**src/rtl/beep_scheduler.sv**
```systemverilog
// beep_scheduler
//   Shares the single piezo tone generator among three sound requesters
//   (0 = game-over jingle, 1 = hit effect, 2 = jump effect). One-cycle
//   request pulses are latched into a pending register. The lowest pending
//   index is granted, and that sound's fixed note table is played as timed
//   notes with optional silent gaps between them.
//
// Parameters
//   NOTE_TICKS  clk cycles per note (>= 1)
//   GAP_TICKS   silent clk cycles between notes of one sound (0 = no gap)
//
// Ports
//   clk     in   system clock
//   rst     in   asynchronous, active-high reset
//   req     in   [2:0] one-cycle request pulses, bit 0 has the highest priority
//   period  out  [19:0] tone period in clk cycles, 0 = silent (registered)
//   busy    out  sound playing (NOTE or GAP state) (registered)
//   active  out  [1:0] ID of the sound playing, 0 when idle (registered)
//   done    out  [2:0] one-cycle completion pulse per sound (registered)
//
// Configuration
//   BEEP_PREEMPT_EN  when defined, a pending lower-index sound aborts the
//                    sound currently playing (no done pulse, no re-queue).

module beep_scheduler #(
    parameter int unsigned NOTE_TICKS = 12_500_000,
    parameter int unsigned GAP_TICKS  = 1_250_000
) (
    input  logic        clk,
    input  logic        rst,
    input  logic [2:0]  req,
    output logic [19:0] period,
    output logic        busy,
    output logic [1:0]  active,
    output logic [2:0]  done
);

    typedef enum logic [1:0] {
        S_IDLE,
        S_NOTE,
        S_GAP
    } state_t;

    localparam logic [23:0] NOTE_LAST = 24'(NOTE_TICKS - 1);
    localparam logic [23:0] GAP_LAST  = (GAP_TICKS == 0) ? 24'd0 : 24'(GAP_TICKS - 1);

    state_t      state_q;
    logic [2:0]  pend_q, pend_d;
    logic [23:0] tc_q;
    logic [1:0]  idx_q;
    logic [19:0] period_q;
    logic        busy_q;
    logic [1:0]  active_q;
    logic [2:0]  done_q;

    logic        grant_v;
    logic [1:0]  grant_id;
    logic [2:0]  pend_clr;

    function automatic logic [19:0] note_period(input logic [1:0] snd, input logic [1:0] n);
        logic [19:0] p;
        p = '0;
        case (snd)
            2'd0: begin
                case (n)
                    2'd0:    p = 20'd255102;  // G4
                    2'd1:    p = 20'd303030;  // E4
                    2'd2:    p = 20'd340530;  // D4
                    default: p = 20'd381679;  // C4
                endcase
            end
            2'd1:    p = 20'd227273;          // A4
            2'd2:    p = (n == 2'd0) ? 20'd191113 : 20'd170265;  // C5, D5
            default: p = '0;
        endcase
        return p;
    endfunction

    function automatic logic [1:0] last_idx(input logic [1:0] snd);
        logic [1:0] l;
        case (snd)
            2'd0:    l = 2'd3;
            2'd2:    l = 2'd1;
            default: l = 2'd0;
        endcase
        return l;
    endfunction

    // Grant selection: from IDLE any pending sound; while playing only a
    // strictly higher-priority one, and only when preemption is built in.
    always_comb begin
        grant_v  = 1'b0;
        grant_id = 2'd0;
        if (state_q == S_IDLE) begin
            if (pend_q[0]) begin
                grant_v  = 1'b1;
                grant_id = 2'd0;
            end else if (pend_q[1]) begin
                grant_v  = 1'b1;
                grant_id = 2'd1;
            end else if (pend_q[2]) begin
                grant_v  = 1'b1;
                grant_id = 2'd2;
            end
        end else begin
`ifdef BEEP_PREEMPT_EN
            if (pend_q[0] && (active_q != 2'd0)) begin
                grant_v  = 1'b1;
                grant_id = 2'd0;
            end else if (pend_q[1] && (active_q == 2'd2)) begin
                grant_v  = 1'b1;
                grant_id = 2'd1;
            end
`endif
        end
    end

    // The OR with req comes last so a new request survives its own grant edge.
    always_comb begin
        pend_clr = grant_v ? (3'b001 << grant_id) : 3'b000;
        pend_d   = (pend_q & ~pend_clr) | req;
    end

    always_ff @(posedge clk or posedge rst) begin
        if (rst) begin
            state_q  <= S_IDLE;
            pend_q   <= '0;
            tc_q     <= '0;
            idx_q    <= '0;
            period_q <= '0;
            busy_q   <= 1'b0;
            active_q <= '0;
            done_q   <= '0;
        end else begin
            pend_q <= pend_d;
            done_q <= '0;
            if (grant_v) begin
                state_q  <= S_NOTE;
                active_q <= grant_id;
                idx_q    <= '0;
                tc_q     <= '0;
                period_q <= note_period(grant_id, 2'd0);
                busy_q   <= 1'b1;
            end else begin
                case (state_q)
                    S_NOTE: begin
                        if (tc_q == NOTE_LAST) begin
                            tc_q <= '0;
                            if (idx_q == last_idx(active_q)) begin
                                done_q   <= 3'b001 << active_q;
                                state_q  <= S_IDLE;
                                period_q <= '0;
                                busy_q   <= 1'b0;
                                active_q <= '0;
                                idx_q    <= '0;
                            end else if (GAP_TICKS == 0) begin
                                idx_q    <= idx_q + 2'd1;
                                period_q <= note_period(active_q, idx_q + 2'd1);
                            end else begin
                                state_q  <= S_GAP;
                                period_q <= '0;
                            end
                        end else begin
                            tc_q <= tc_q + 24'd1;
                        end
                    end
                    S_GAP: begin
                        if (tc_q == GAP_LAST) begin
                            tc_q     <= '0;
                            idx_q    <= idx_q + 2'd1;
                            state_q  <= S_NOTE;
                            period_q <= note_period(active_q, idx_q + 2'd1);
                        end else begin
                            tc_q <= tc_q + 24'd1;
                        end
                    end
                    default: begin
                        state_q <= S_IDLE;
                    end
                endcase
            end
        end
    end

    assign period = period_q;
    assign busy   = busy_q;
    assign active = active_q;
    assign done   = done_q;

endmodule

```
**config.mk**
```make
export PLATFORM = sky130hd
export DESIGN_NAME = beep_scheduler
export DESIGN_NICKNAME = d
export VERILOG_FILES = /design/src/rtl/beep_scheduler.sv
export SDC_FILE = /design/constraint.sdc
export NUM_CORES = 1
export LEC_CHECK = 0
export CAP_MARGIN = 25
export CORE_MARGIN = 2
export CORE_UTILIZATION = 57
export DETAILED_ROUTE_END_ITERATION = 16
export GPL_ROUTABILITY_DRIVEN = 0
export PLACE_DENSITY = 0.8
export SETUP_SLACK_MARGIN = 0.5
export SYNTH_ARGS = -nofsm -noshare
export SYNTH_HDL_FRONTEND = slang
export SYNTH_SLANG_ARGS = --single-unit
```
**constraint.sdc**
```tcl
create_clock -name clk -period 3.01 [get_ports clk]
set_clock_uncertainty 0.2 [all_clocks]
set_input_delay 0.4515 -clock clk [delete_from_list [all_inputs] [get_ports clk]]
set_output_delay 0.4515 -clock clk [all_outputs]
set_load 0.005 [all_outputs]
```
### Yosys cells after proc, flatten, opt, wreduce, memory -nomap -nowiden

Cells that the tools add are included.

| word-level totals | value |
|---|---|
| register bits | 57 |
| output and inout bits | 26 |
| word-level logic and storage cells | 86 |
| bits of input ports | 5 |

| cells by class | value |
|---|---|
| reduce and logical (&&, ||, !) cells | 12 |
| shift-type cells | 2 |
| equal/unequal tests | 14 |
| add/sub/neg operators | 2 |
| bitwise gates (word level) | 3 |
| mux-type cells | 45 |

Operators by type and width:

| cell | count |
|---|---|
| two-way mux 24 bit | 3 |
| two-way mux 20 bit | 3 |
| case mux 20 bit (3 select lines) | 1 |
| case mux 19 bit (3 select lines) | 1 |
| case mux 18 bit (3 select lines) | 1 |
| case mux 24 bit (2 select lines) | 1 |
| case mux 20 bit (2 select lines) | 1 |
| two-way mux 2 bit | 17 |
| adder 24 x 1 -> 24 bit, second input constant | 1 |
| == test 24 x 21 -> 1 bit, second input constant | 1 |
| == test 24 bit, second input constant | 1 |
| two-way mux 15 bit | 1 |
| two-way mux 3 bit | 5 |
| case mux 2 bit (2 select lines) | 3 |
| inequality test 3 bit, second input constant | 3 |
| == test 2 x 1 -> 1 bit, second input constant | 4 |
| == test 2 bit, second input constant | 4 |
| logical NOT 2 bit | 4 |
| two-way mux 1 bit | 8 |
| AND reduction 3 bit | 2 |
| nonzero test 2 bit | 3 |
| << shifter 1 x 2 -> 3 bit, first input constant | 2 |
| AND reduction 4 bit | 1 |
| AND 3 bit | 1 |
| other kinds (6) | 6 |

### Logic depth before layout (Yosys ltp)

| logic depth | value |
|---|---|
| depth after elaboration | 10 |
| mapped depth | 8 |
| gate-level depth less buffers | 8 |

### Worst setup path after synthesis

OpenSTA, ideal clock, no wires.

| timing | value |
|---|---|
| kind | register to register |
| start point | reg tc_q[0] |
| end point | reg period_q[0], in the netlist period[0] |
| clock period less this slack | 2.235 ns |
| arrival time | 1.910 ns |
| slack | 0.775 ns |
| required time | 2.685 ns |
| buffers on the path | 1 |
| library setup time | 0.125 ns |
| cell stages (with the launch flop) | 8 |
| cells stage by stage | dfrtp_1 > ha_1 > and4_1 > nand4_2 > o21a_1 > nor3_4 > buf_6 > mux2_4 |

| on the way | value |
|---|---|
| longest elaborated chain between the ends | 3 |
| elaborated cells on any way between the ends | 5 |
| those cells by class | 4 x eq/ne; 1 x reduce/logical |

Ends and longest elaborated chain:

| what | line | text |
|---|---|---|
| start, declared | 49 | `logic [23:0] tc_q;` |
| start signal, assigned | 164 | `tc_q <= tc_q + 24'd1;` |
| start signal, assigned | 174 | `tc_q <= tc_q + 24'd1;` |
| == test 24 x 21 -> 1 bit / == test 24 bit (equally long branches) | 168, 147 |  |
| inequality test 3 bit (no source line) | n/a |  |
| AND reduction 3 bit (no source line) * | n/a |  |
| end signal, assigned | 142 | `period_q <= note_period(grant_id, 2'd0);` |
| end signal, assigned | 158 | `period_q <= note_period(active_q, idx_q + 2'd1);` |
| end signal, assigned | 172 | `period_q <= note_period(active_q, idx_q + 2'd1);` |
| end, declared | 51 | `logic [19:0] period_q;` |

Mark *: on every way between the ends. The rest lies on a longest branch, timed or not.
A chain may end at the register's enable or synchronous reset.

### Worst setup path in the final report

Same ends and word-level chain as after synthesis.

==> metrics.md <==
| Metric | Value |
|---|---|
| Root Driver | `clkbuf_8` |
| Post-route ant nets | `0` |
| Vias | `2447` |
| First-pass GRT wire length | `11500 microns` |
| Area Growth Syn to Fin | `17.2%` |
| VDD IR-drop max | `about 0.00025 V` |
| Crit end category | `register` |
| Die ar. | `between 6000 and 7000 sq um` |
| Ports | `31` |
| Most frequent cells after synthesis | `dfrtp_1, nor2_1, xnor2_1` |
| Die Y | `78.3 microns` |
| Post-synthesis sequential area ratio | `between 40% and 50%` |
| Post-Syn Area | `3140 sq um` |
| Max-slew violations | `0` |
| Chip width | `78.3 microns` |
| Post-route minimum period | `2.45 ns` |
| Core area | `5410 sq um` |
| Post-synth EDFFs | `0` |
| Vias in the first global route | `roughly 2400` |
| # DRC | `0` |
| CTS tree | `done` |
| GR Overflow Total | `0` |
| CTS sink cnt | `55` |
| Largest net degree at the start of global routing | `29` |
| Clk buf depth | `2` |
| Starting DRT DRC Count | `201` |
| Num rows | `27` |
| Seq pwr share | `51.4%` |
| Top layer in use | `met4` |
| Most numerous cell in the Yosys netlist | `dfrtp_1` |
| Avg Inst Size Synth | `roughly 9.9 sq um` |
| DR WL met3 | `312 microns` |
| Pwr Total | `1.70 mW` |
| Final period util | `81.3%` |
| Final setup violation count | `0` |
| Nets | `374` |
| Pwr per Cell Area | `460 nW/um^2` |
| RSZ-0062 raised after global routing | `false` |
| Buffers on Ports | `29` |
| Synthesized Nets | `341` |
| Setup TNS | `0 ns` |
| Sw Ratio | `27.6%` |
| CP Data Arrival Time | `2.45 ns` |
| Routed vias/inst | `roughly 5.8` |
| Initial Util | `58.1%` |
| Tot GR Track Use | `between 20% and 30%` |
| CP startpoint kind | `register` |
| Combinational Power Share | `20.3%` |
| Antenna cells | `0` |
| Top cells by area, synth | `dfrtp_1, ha_1, xnor2_1` |
| Reg clk slew, reported paths | `0.09 ns` |
| Fraction of layout cells with a size suffix above 1 | `10.8%` |
| Syn Inst Count | `about 320` |
| CTS H-tree depth | `2` |
| DR WL met2 | `3010 microns` |
| FILL cells | `417` |
| Slew margin rel. | `52.5%` |
| Yosys top cell area share | `43.8%` |
| Yosys cell types | `roughly 50` |
| 1st-pass router iterations | `4` |
| Cts-stage hold buffer count | `0` |
| Ys async rst share | `100%` |
| Static Leakage | `1.60 nW` |
| Clock power frac | `28.3%` |
| Crit path max fanout | `13` |
| Initial antenna violation count | `0` |
| Worst EP required | `roughly 3.0 ns` |
| Worst-margin pin slew | `0.710 ns` |
| CTS buffer count | `5` |
| Internal power | `1.23 mW` |
| Fmax | `0.409 GHz` |
| Max-cap violations | `0` |
| Area leader, netlist | `dfrtp_1` |
| Worst hold path type | `reg2reg` |
| NetSw | `0.467 mW` |
| Routed len/inst | `15.9 microns` |
| M1 WL | `around 3300 microns` |
| Drt total wl | `6730 microns` |
| Skew-Pair Late Insertion Delay | `0.31 ns` |
| Yosys warnings | `0` |
| Crit path kind | `reg2reg` |
| Register bit total from synthesis | `55` |
| Final Hold Vio Count | `0` |
| Hpwl dp | `about 4700 microns` |
| Primary FF master, synth | `dfrtp_1` |
| Outcome | `completed` |
## stage by stage
step / worst slack, ns / hold WS (ns) / instance area (sq um) / instances / util, %
2_1_floorplan: 0.775 / 0.273 / 3140 / 319 / -
3_3_place_gp: 0.545 / 0.276 / 3500 / 414 / 64.8
3_5_place_dp: 0.493 / 0.275 / 3500 / 414 / 64.8
4_1_cts: 0.560 / 0.298 / 3610 / 421 / 66.7
5_1_grt: 0.448 / 0.334 / 3680 / 424 / 68.1
6_report: 0.562 / 0.294 / 3680 / 424 / 68.1
## worst paths after layout
kind                                 start    endpoint  slack (ns)  depth (start not counted)
worst max register to register     tc_q[0]   period[0]        0.56                          7
max in group asynchronous              rst   period[5]        1.72                          3
min in group asynchronous              rst   period[0]        0.34                          2
worst min register to register  period[11]  period[11]        0.29                          1
worst min-delay path            period[11]  period[11]        0.29                          1
worst max-delay path               tc_q[0]   period[0]        0.56                          7
## timing repair
item / in CTS / in global routing
setup endpoints to repair: 2 / 17
pin swaps: 0 / 3
gates cloned: 0 / 1
resized for setup: 1 / 10
buffers inserted: 0 / 2
## critical path, cell delays in order (launching register included)
cell and delay, ns:
dfrtp_1 0.40, ha_1 0.20, and4_1 0.29, nand4_2 0.16, o21a_1 0.26, nor3_4 0.27
clkbuf_16 0.24, mux2_4 0.31
## flip-flops by register name, indices dropped and copies added, names as in the netlist
name and cells:
tc_q 24, active 2, pend_q 3, done 3, period 18, busy 1, idx_q 2, state_q 2
## power by group through the flow
stage / logic (mW) / registers (mW) / clock network [mW]
after floorplan: 0.225 / 0.866 / 0
after global placement: 0.325 / 0.880 / 0
after detailed placement: 0.334 / 0.878 / 0
after CTS: 0.334 / 0.866 / 0.486
after global routing: 0.383 / 0.882 / 0.509
final: 0.345 / 0.871 / 0.479
## layer usage
| layer | vias up | global-route usage, % |
|---|---|---|
| li1 | 1174 | - |
| met2 | 58 | 35.1 |
| met5 | - | 0 |
| met1 | 1203 | 35.4 |
| met3 | 12 | 4.25 |
| met4 | 0 | 7.89 |
## cell families after synthesis
| kind of cell | count (synthesis) | synth area share [%] |
|---|---|---|
| adders and majority gates | 17 | 6.77 |
| xor gates and xnor gates | 24 | 6.69 |
| muxes | 17 | 7.28 |
| and+or+nand+nor | 126 | 21.1 |
| AOI/OAI and AO/OA | 51 | 9.91 |
| DFF | 55 | 43.8 |
| buffers and inverters | 28 | 4.34 |
| other | 1 | 0.119 |
## cell type report
type	count	area (sq um)	area share, %
clock buffer	6	72.6	1.97
sequential	55	1380	37.5
tap	72	90.1	2.45
inverter	17	63.8	1.73
multi-input combinational	236	1650	44.9
timing repair buffer	37	393	10.7
clock inverter	1	30.0	0.815
## cells in the final DEF, fill, tap and decap left out, drive strengths merged, types with 12 or more instances in the layout
cell type	synthesis	final
clkdlybuf4s50	0	29
dfrtp	55	55
nor3	12	12
ha	17	17
mux2	17	17
o21ai	14	14
xnor2	23	23
inv	17	17
nand2	21	21
nor2	42	42
Power figures use the tool's default switching activity.
